### src/rtl/param_bank_pkg.sv
// Shared types for the parametrised storage bank.
package param_bank_pkg;

  // Bank controller states: serving requests, or zero-filling the array.
  typedef enum logic [0:0] {
    ST_READY,
    ST_CLEAR
  } bank_state_e;

endpackage

### src/rtl/param_bank_mem.sv
// Simple-dual-port word array with a bit-masked write port and a registered,
// write-first read port carrying a valid flag.
module param_bank_mem #(
  parameter int unsigned DataW = 8,
  parameter int unsigned AddrW = 4
) (
  input  logic             clk_i,
  input  logic             rst_ni,
  input  logic             wr_en_i,
  input  logic [AddrW-1:0] wr_addr_i,
  input  logic [DataW-1:0] wr_data_i,
  input  logic [DataW-1:0] wr_mask_i,
  input  logic             rd_en_i,
  input  logic [AddrW-1:0] rd_addr_i,
  output logic [DataW-1:0] rd_data_o,
  output logic             rd_valid_o
);

  localparam int unsigned Depth = 2 ** AddrW;

  logic [DataW-1:0] mem_q [Depth];
  logic [DataW-1:0] wr_merged;
  logic [DataW-1:0] rd_word;
  logic [DataW-1:0] rd_data_q;
  logic             rd_valid_q;

  // Merge the masked write into the stored word; a same-address read sees the merged word.
  always_comb begin
    wr_merged = (mem_q[wr_addr_i] & ~wr_mask_i) | (wr_data_i & wr_mask_i);
    rd_word   = mem_q[rd_addr_i];
    if (wr_en_i && (wr_addr_i == rd_addr_i)) begin
      rd_word = wr_merged;
    end
  end

  // Array storage is deliberately not reset; the controller's sweep initialises it.
  always_ff @(posedge clk_i) begin
    if (wr_en_i) begin
      mem_q[wr_addr_i] <= wr_merged;
    end
  end

  // Read register: data holds between reads, valid marks a read accepted on the last edge.
  always_ff @(posedge clk_i or negedge rst_ni) begin
    if (!rst_ni) begin
      rd_data_q  <= '0;
      rd_valid_q <= 1'b0;
    end else begin
      rd_valid_q <= rd_en_i;
      if (rd_en_i) begin
        rd_data_q <= rd_word;
      end
    end
  end

  assign rd_data_o  = rd_data_q;
  assign rd_valid_o = rd_valid_q;

endmodule

### src/rtl/param_bank.sv
// Storage bank top: clear-sweep controller, request gating and the write-port
// mux between the front-end and the zero-fill sweep.
module param_bank
  import param_bank_pkg::*;
#(
  parameter int unsigned DATA_W         = 8,
  parameter int unsigned ADDR_W         = 4,
  parameter int unsigned CLEAR_ON_RESET = 1
) (
  input  logic              vsi_clk,
  input  logic              vsi_reset_n,
  input  logic [DATA_W-1:0] vsi_inputData,
  input  logic [ADDR_W-1:0] vsi_inputAddr,
  input  logic [DATA_W-1:0] vsi_inputMask,
  input  logic              vsi_inputChipSelect,
  input  logic [ADDR_W-1:0] vsi_outputAddr,
  input  logic              vsi_outputChipSelect,
  input  logic              vsi_clear,
  output logic [DATA_W-1:0] vsi_outputData,
  output logic              vsi_outputValid,
  output logic              vsi_busy
);

  localparam logic [ADDR_W-1:0] LastAddr   = '1;
  localparam bank_state_e       ResetState = (CLEAR_ON_RESET != 0) ? ST_CLEAR : ST_READY;
  localparam logic              ResetBusy  = (CLEAR_ON_RESET != 0);

  bank_state_e       state_q;
  logic [ADDR_W-1:0] cnt_q;
  logic              busy_q;

  logic              sweeping;
  logic              mem_wr_en;
  logic [ADDR_W-1:0] mem_wr_addr;
  logic [DATA_W-1:0] mem_wr_data;
  logic [DATA_W-1:0] mem_wr_mask;
  logic              mem_rd_en;

  // Controller FSM: sweep counter walks every address once, then hands back to READY.
  always_ff @(posedge vsi_clk or negedge vsi_reset_n) begin
    if (!vsi_reset_n) begin
      state_q <= ResetState;
      busy_q  <= ResetBusy;
      cnt_q   <= '0;
    end else begin
      unique case (state_q)
        ST_READY: begin
          if (vsi_clear) begin
            state_q <= ST_CLEAR;
            busy_q  <= 1'b1;
            cnt_q   <= '0;
          end
        end
        ST_CLEAR: begin
          if (cnt_q == LastAddr) begin
            state_q <= ST_READY;
            busy_q  <= 1'b0;
            cnt_q   <= '0;
          end else begin
            cnt_q <= cnt_q + ADDR_W'(1);
          end
        end
        default: begin
          state_q <= ST_READY;
          busy_q  <= 1'b0;
          cnt_q   <= '0;
        end
      endcase
    end
  end

  // Port mux: the sweep owns the write port; a clear request drops a same-edge write
  // but lets a same-edge read complete with pre-clear data.
  always_comb begin
    sweeping    = (state_q == ST_CLEAR);
    mem_wr_en   = vsi_inputChipSelect & ~vsi_clear;
    mem_wr_addr = vsi_inputAddr;
    mem_wr_data = vsi_inputData;
    mem_wr_mask = vsi_inputMask;
    mem_rd_en   = vsi_outputChipSelect & ~sweeping;
    if (sweeping) begin
      mem_wr_en   = 1'b1;
      mem_wr_addr = cnt_q;
      mem_wr_data = '0;
      mem_wr_mask = '1;
    end
  end

  param_bank_mem #(
    .DataW (DATA_W),
    .AddrW (ADDR_W)
  ) u_mem (
    .clk_i      (vsi_clk),
    .rst_ni     (vsi_reset_n),
    .wr_en_i    (mem_wr_en),
    .wr_addr_i  (mem_wr_addr),
    .wr_data_i  (mem_wr_data),
    .wr_mask_i  (mem_wr_mask),
    .rd_en_i    (mem_rd_en),
    .rd_addr_i  (mem_rd_addr_sel(vsi_outputAddr)),
    .rd_data_o  (vsi_outputData),
    .rd_valid_o (vsi_outputValid)
  );

  // Read address passes straight through; wrapped for symmetry with the write mux.
  function automatic logic [ADDR_W-1:0] mem_rd_addr_sel(input logic [ADDR_W-1:0] addr);
    return addr;
  endfunction

  assign vsi_busy = busy_q;

endmodule

### config.mk
export PLATFORM = sky130hd
export DESIGN_NAME = param_bank
export DESIGN_NICKNAME = d
export VERILOG_FILES = /design/src/rtl/param_bank_pkg.sv /design/src/rtl/param_bank_mem.sv /design/src/rtl/param_bank.sv
export SDC_FILE = /design/constraint.sdc
export NUM_CORES = 1
export LEC_CHECK = 0
export CAP_MARGIN = 20
export CORE_MARGIN = 4
export CORE_UTILIZATION = 30
export CTS_CLUSTER_DIAMETER = 80
export DETAILED_ROUTE_END_ITERATION = 8
export PLACE_DENSITY = 0.48
export SYNTH_ARGS = -nofsm -noshare
export SYNTH_HDL_FRONTEND = slang
export SYNTH_SLANG_ARGS = --single-unit
### constraint.sdc
create_clock -name vsi_clk -period 5.1 [get_ports vsi_clk]
set_clock_uncertainty 0.1 [all_clocks]
set_input_delay 0.51 -clock vsi_clk [delete_from_list [all_inputs] [get_ports vsi_clk]]
set_output_delay 0.51 -clock vsi_clk [all_outputs]
set_load 0.03 [all_outputs]
==> metrics, run 1 <==
grt total ovfl=0; min Tclk post-route=3.77 ns; Die Wd=165 microns; CTS tree=built; # IOs=39; Worst-path clk slew=0.06 ns; fraction of layout cells with a size suffix above 1=0.193; Yosys top cell by area=edfxtp_1; syn avg cell area=13.9 sq um; async set-reset flop share out of synthesis=0.105; most frequent cell after synthesis=edfxtp_1; Row Count=57; Routability Congestion=0.823; Hold Vio Cnt, Final=0; Synth Warn #=0; critical path capture point type=register; Post-Synth Adder-Cell Area=0.00170; top area cells in the synthesized netlist=edfxtp_1 52%, o21ai_0 8.6%, mux4_2 6.1%, mux4_1 5.0%, dfrtp_1 4.4%; Total Power=0.00456 W; largest family of logic cells by synthesized area=compound AO/OA/AOI/OAI gates; via count=5380; Worst-Margin Slew=1.10 ns; core area=24200 sq um; Max VDD drop=0.283 mV; final WL=24600 microns; Final nets=604; Detail Route met2 WL=11700 microns; area grow syn2layout=17.3%; number of port buffers=38; power density over the cells=529 nW/um^2; Crit path required time=5.07 ns; maximum fanout along the worst path=37; Detail Route Antenna Nets=0; distinct cell type count after synthesis=46; htree depth=4; Longest Clk Path Bufs=2; Yosys reg bits=143; vias in the first global route=5315; compound-gate portion of the synthesized area=0.176; setup bufs post-CTS=0; Routed met1 length=10300 microns; Final Non-Filler Cells=911; CP Class=register to register; max-slew violations=0; DRT iter0 DRCs=703; Pleak=2.93 nW; Initial Utilization=0.303; root buffer cell=clkbuf_16; first-pass GRT wire length=36400 microns; Die Y=165 microns; Max-slew headroom=0.265; max layer used=met4; Pre-antenna DRT Iters=6; die area=27100 sq um; Post-synth top flop=edfxtp_1; synthesized area=7360 sq um; Synthesized Nets=560; Fmax achieved=265 MHz; Post-synth EDFFs=128; total track usage=0.186; diode count=0; DR WL/cell=27.0 microns; TNS Setup=0 ns; post-placement cell count=879; unrepaired setup endpoints after global routing=no; CTS Sinks=143; Synth Area in XOR/XNOR=0.00476; Final period util=0.740; CP Launch Type=register; Hold Crit Class=register to register; Syn Inst Count=530; metal3 WL=1960 microns; Crit path arrival time=3.74 ns; Synth top area share=0.523; final setup vio count=0; number of buffers created by CTS=17; Max Cap Violations=0; simple-gate area share of the yosys netlist=0.0495; cts repair resizes=0; Seq/Total Area, Yosys=0.574; largest net degree at the start of global routing=38; worst skew pair latency=0.43 ns; status=finished, final reports clean; initial antenna violation count=0; final hold slack=0.379 ns; hold buffers post-CTS=0; dpl hpwl=15300 microns; Remaining DRCs=0; most frequent cells after synthesis=128 x edfxtp_1, 126 x o21ai_0, 32 x a41oi_1; Vias/cell=5.91; mux share of post-synthesis cell area=0.141
[area by class of cell]
class	count	area, sq um
sequential	143	4220
timing repair buffer	74	649
tap	324	405
inverter	12	45.0
multi-input combinational	326	2750
clock inverter	13	126
clock buffer	19	433
fill	2330	15600
[cell usage in the layout, fill, tap and decap left out, types with 2 or more instances in the layout]
cell type and count:
o31ai_1 2, inv_1 12, nor2b_1 3, a41oi_1 32, clkinvlp_4 3, mux4_2 20, buf_4 35, mux2i_1 12
xor2_1 3, a32oi_1 2, o211a_1 8, dfrtp_1 13, nand3_1 2, edfxtp_1 128, nor3b_2 3, a21oi_1 2
a221oi_2 8, and3b_1 3, mux4_1 14, o21ai_0 126, clkbuf_16 17, clkdlybuf4s50_1 37, nor3_1 8, nand2_1 15
nor2_1 30, mux2_2 9, clkbuf_1 2, nand2b_1 2, inv_6 7, a22o_1 2, dfstp_2 2, a221o_1 8
[cells by family after synthesis]
logic type | after synthesis
AO/OA/AOI/OAI | 195
buffers and inverters | 61
XOR/XNOR | 4
flip-flops | 143
adder cells (fa/ha/maj) | 1
AND/OR/NAND/NOR | 71
multiplexers | 55
[final timing paths]
check / cells past startpoint / slack [ns] / end / startpoint
worst max-delay path: 6 / 1.33 / u_mem.mem_q[9][5] / state_q
worst min-delay path: 2 / 0.38 / vsi_busy / vsi_busy
worst max register to register: 6 / 1.33 / u_mem.mem_q[9][5] / state_q
worst min register to register: 2 / 0.38 / vsi_busy / vsi_busy
max in group asynchronous: 1 / 3.74 / u_mem.rd_data_o[4] / vsi_reset_n
min in group asynchronous: 1 / 0.54 / u_mem.rd_data_o[3] / vsi_reset_n
[power by group]
| group | total [W] | internal [W] | switching (W) |
|---|---|---|---|
| logic | 0.00158 | 0.000554 | 0.00103 |
| registers | 0.00178 | 0.00159 | 0.000184 |
| clock network | 0.00120 | 0.000681 | 0.000518 |
[through the flow]
stage / instance area [sq um] / utilization / setup WS (ns)
after floorplan: 7360 / - / 2.64
after global placement: 8060 / 0.332 / 1.33
after detailed placement: 8070 / 0.333 / 1.13
after CTS: 8630 / 0.356 / 1.34
after global routing: 8630 / 0.356 / 1.08
final: 8630 / 0.356 / 1.33
[worst max-delay path, cell delays in order, from the launching register on]
cell	delay [ns]
dfstp_2	1.15
nor3b_2	0.30
buf_4	0.40
o21ai_0	0.17
a41oi_1	0.25
nor2_1	0.11
a221oi_2	0.90
[registers in the layout, indices dropped and copies added (netlist names)]
register and flops:
vsi_busy 1, u_mem.rd_valid_o 1, state_q 1, u_mem.rd_data_o 8, cnt_q 4, u_mem.mem_q 128
[per-layer routing]
metal,up-vias,track usage
met5,-,0
met4,0,0.0643
met3,50,0.0494
met2,325,0.297
met1,2771,0.246
li1,2234,-
(Power assumes the default switching activity.)
==> run 2, diff against run 1 <==
- PLACE_DENSITY: 0.48 -> 0.49
- clock period: 5.1 -> 3.3 ns (I/O delays scaled with it)
==> metrics, run 2 (synthesis gave the netlist of run 1 again) <==
status=finished, final reports clean; most flop-heavy register=u_mem.mem_q; final setup vio count=0; Initial Utilization=0.303; CP Class=register to register; Row Count=57; Layout Utilization=0.375; Vias/cell=5.74; dpl hpwl=16500 microns; Setup WS post-layout=0.230 ns; Worst-path clk slew=0.06 ns; unrepaired setup endpoints after global routing=no; GRT met3 Usage=0.0372; maximum fanout along the worst path=16; met2 usage=0.284; Max Cap Violations=0; TNS Setup=0 ns; DR WL/cell=25.1 microns; grt total ovfl=0; Final period util=0.930; CTS tree=built; gr busiest metal=met2; first-pass GRT wire length=35600 microns; Place WS=0.0171 ns; via count=5458; # IOs=39; Fmax achieved=326 MHz; CP Launch Type=register; max-slew violations=0; Longest Clk Path Bufs=2; most frequent cells in the layout=128 x edfxtp_1, 126 x o21ai_0, 64 x buf_4; Routability Congestion=0.890; Pleak=3.17 nW; Final nets=644; DRT iter0 DRCs=701; root buffer cell=clkbuf_16; cts repair resizes=0; power density over the cells=800 nW/um^2; max reg flops=128; Detail Route Antenna Nets=0; Hold Crit Class=input port to asynchronous set/reset pin; Remaining DRCs=0; Total Power=0.00727 W; final hold slack=0.344 ns; core area=24200 sq um; htree depth=4; Die Wd=165 microns; Multi-input gate area=2770 sq um; setup bufs post-CTS=0; Crit path arrival time=3.26 ns; FF/Latch Area=4220 sq um; layout filler cell count=2305; Hold Vio Cnt, Final=0; final WL=23900 microns; M1 GR Usage=0.241; total track usage=0.180; min Tclk post-route=3.07 ns; vias in the first global route=5562; area grow syn2layout=23.5%; die area=27100 sq um; CTS Sinks=143; worst skew pair latency=0.41 ns; largest net degree at the start of global routing=34; fraction of layout cells with a size suffix above 1=0.244; diode count=0; initial antenna violation count=0; Max-slew headroom=0.263; Crit path required time=3.49 ns; number of buffers created by CTS=17; Die Y=165 microns; commonest non-fill, non-tap cell in the layout=edfxtp_1; Pre-antenna DRT Iters=5; number of port buffers=38; hold buffers post-CTS=0; Max VDD drop=0.357 mV; Worst-Margin Slew=1.10 ns; critical path capture point type=register
==> run 2: cell types whose count changed in the layout (fill, tap and decap cells not counted), sizes merged <==
| cell | change |
|---|---|
| buf | +40 |
| clkinv | +3 |
| clkinvlp | +2 |
| inv | -5 |
==> run 2: layout make-up <==
type | instances | share of cell area
timing repair buffer | 114 | 0.121
tap | 324 | 0.0446
inverter | 12 | 0.00496
sequential | 143 | 0.465
clock inverter | 13 | 0.0127
multi-input combinational | 326 | 0.305
clock buffer | 19 | 0.0477
==> run 2: worst max-delay path: stages, from the launching register on <==
cell and delay [ns]:
dfstp_2 0.78, buf_4 0.39, nor3b_2 0.12, buf_4 0.17
buf_4 0.18, o21ai_0 0.17, a41oi_1 0.17, nor3_1 0.25
a221oi_2 0.10, buf_4 0.21, a221o_1 0.32
==> run 2: layer usage <==
| metal | part of all wire | vias to the layer above |
|---|---|---|
| met5 | 0 | - |
| met4 | 0.037 | 0 |
| met3 | 0.076 | 51 |
| met2 | 0.47 | 305 |
| met1 | 0.41 | 2780 |
| li1 | - | 2322 |
==> run 2: path summary, 6_finish.rpt <==
check,depth (start not counted),startpoint,endpoint,slack [ns]
hold reg to reg,2,vsi_busy,vsi_busy,0.39
hold / removal,1,vsi_reset_n,u_mem.rd_data_o[7],0.34
max in group asynchronous,1,vsi_reset_n,u_mem.rd_data_o[6],2.18
min in group vsi_clk,2,vsi_busy,vsi_busy,0.39
setup reg to reg,10,state_q,u_mem.rd_data_o[4],0.23
setup / recovery,10,state_q,u_mem.rd_data_o[4],0.23
==> run 2: per-stage QoR <==
step / area (sq um) / cells
2_1_floorplan: 7360 / 530
3_3_place_gp: 8510 / 919
3_5_place_dp: 8510 / 919
4_1_cts: 9060 / 951
5_1_grt: 9080 / 951
6_report: 9080 / 951
==> run 2: power by group <==
group	switching (W)	leakage (nW)	internal (W)
logic	0.00166	1.53	0.00112
clock network	0.000751	0.255	0.00104
registers	0.000245	1.38	0.00246
total	0.00265	3.17	0.00462
==> run 3, diff against run 2 <==
- CAP_MARGIN: 20 -> default
==> results of run 3 <==
No change in the layout: final DEF, timing and power equal those of run 2.
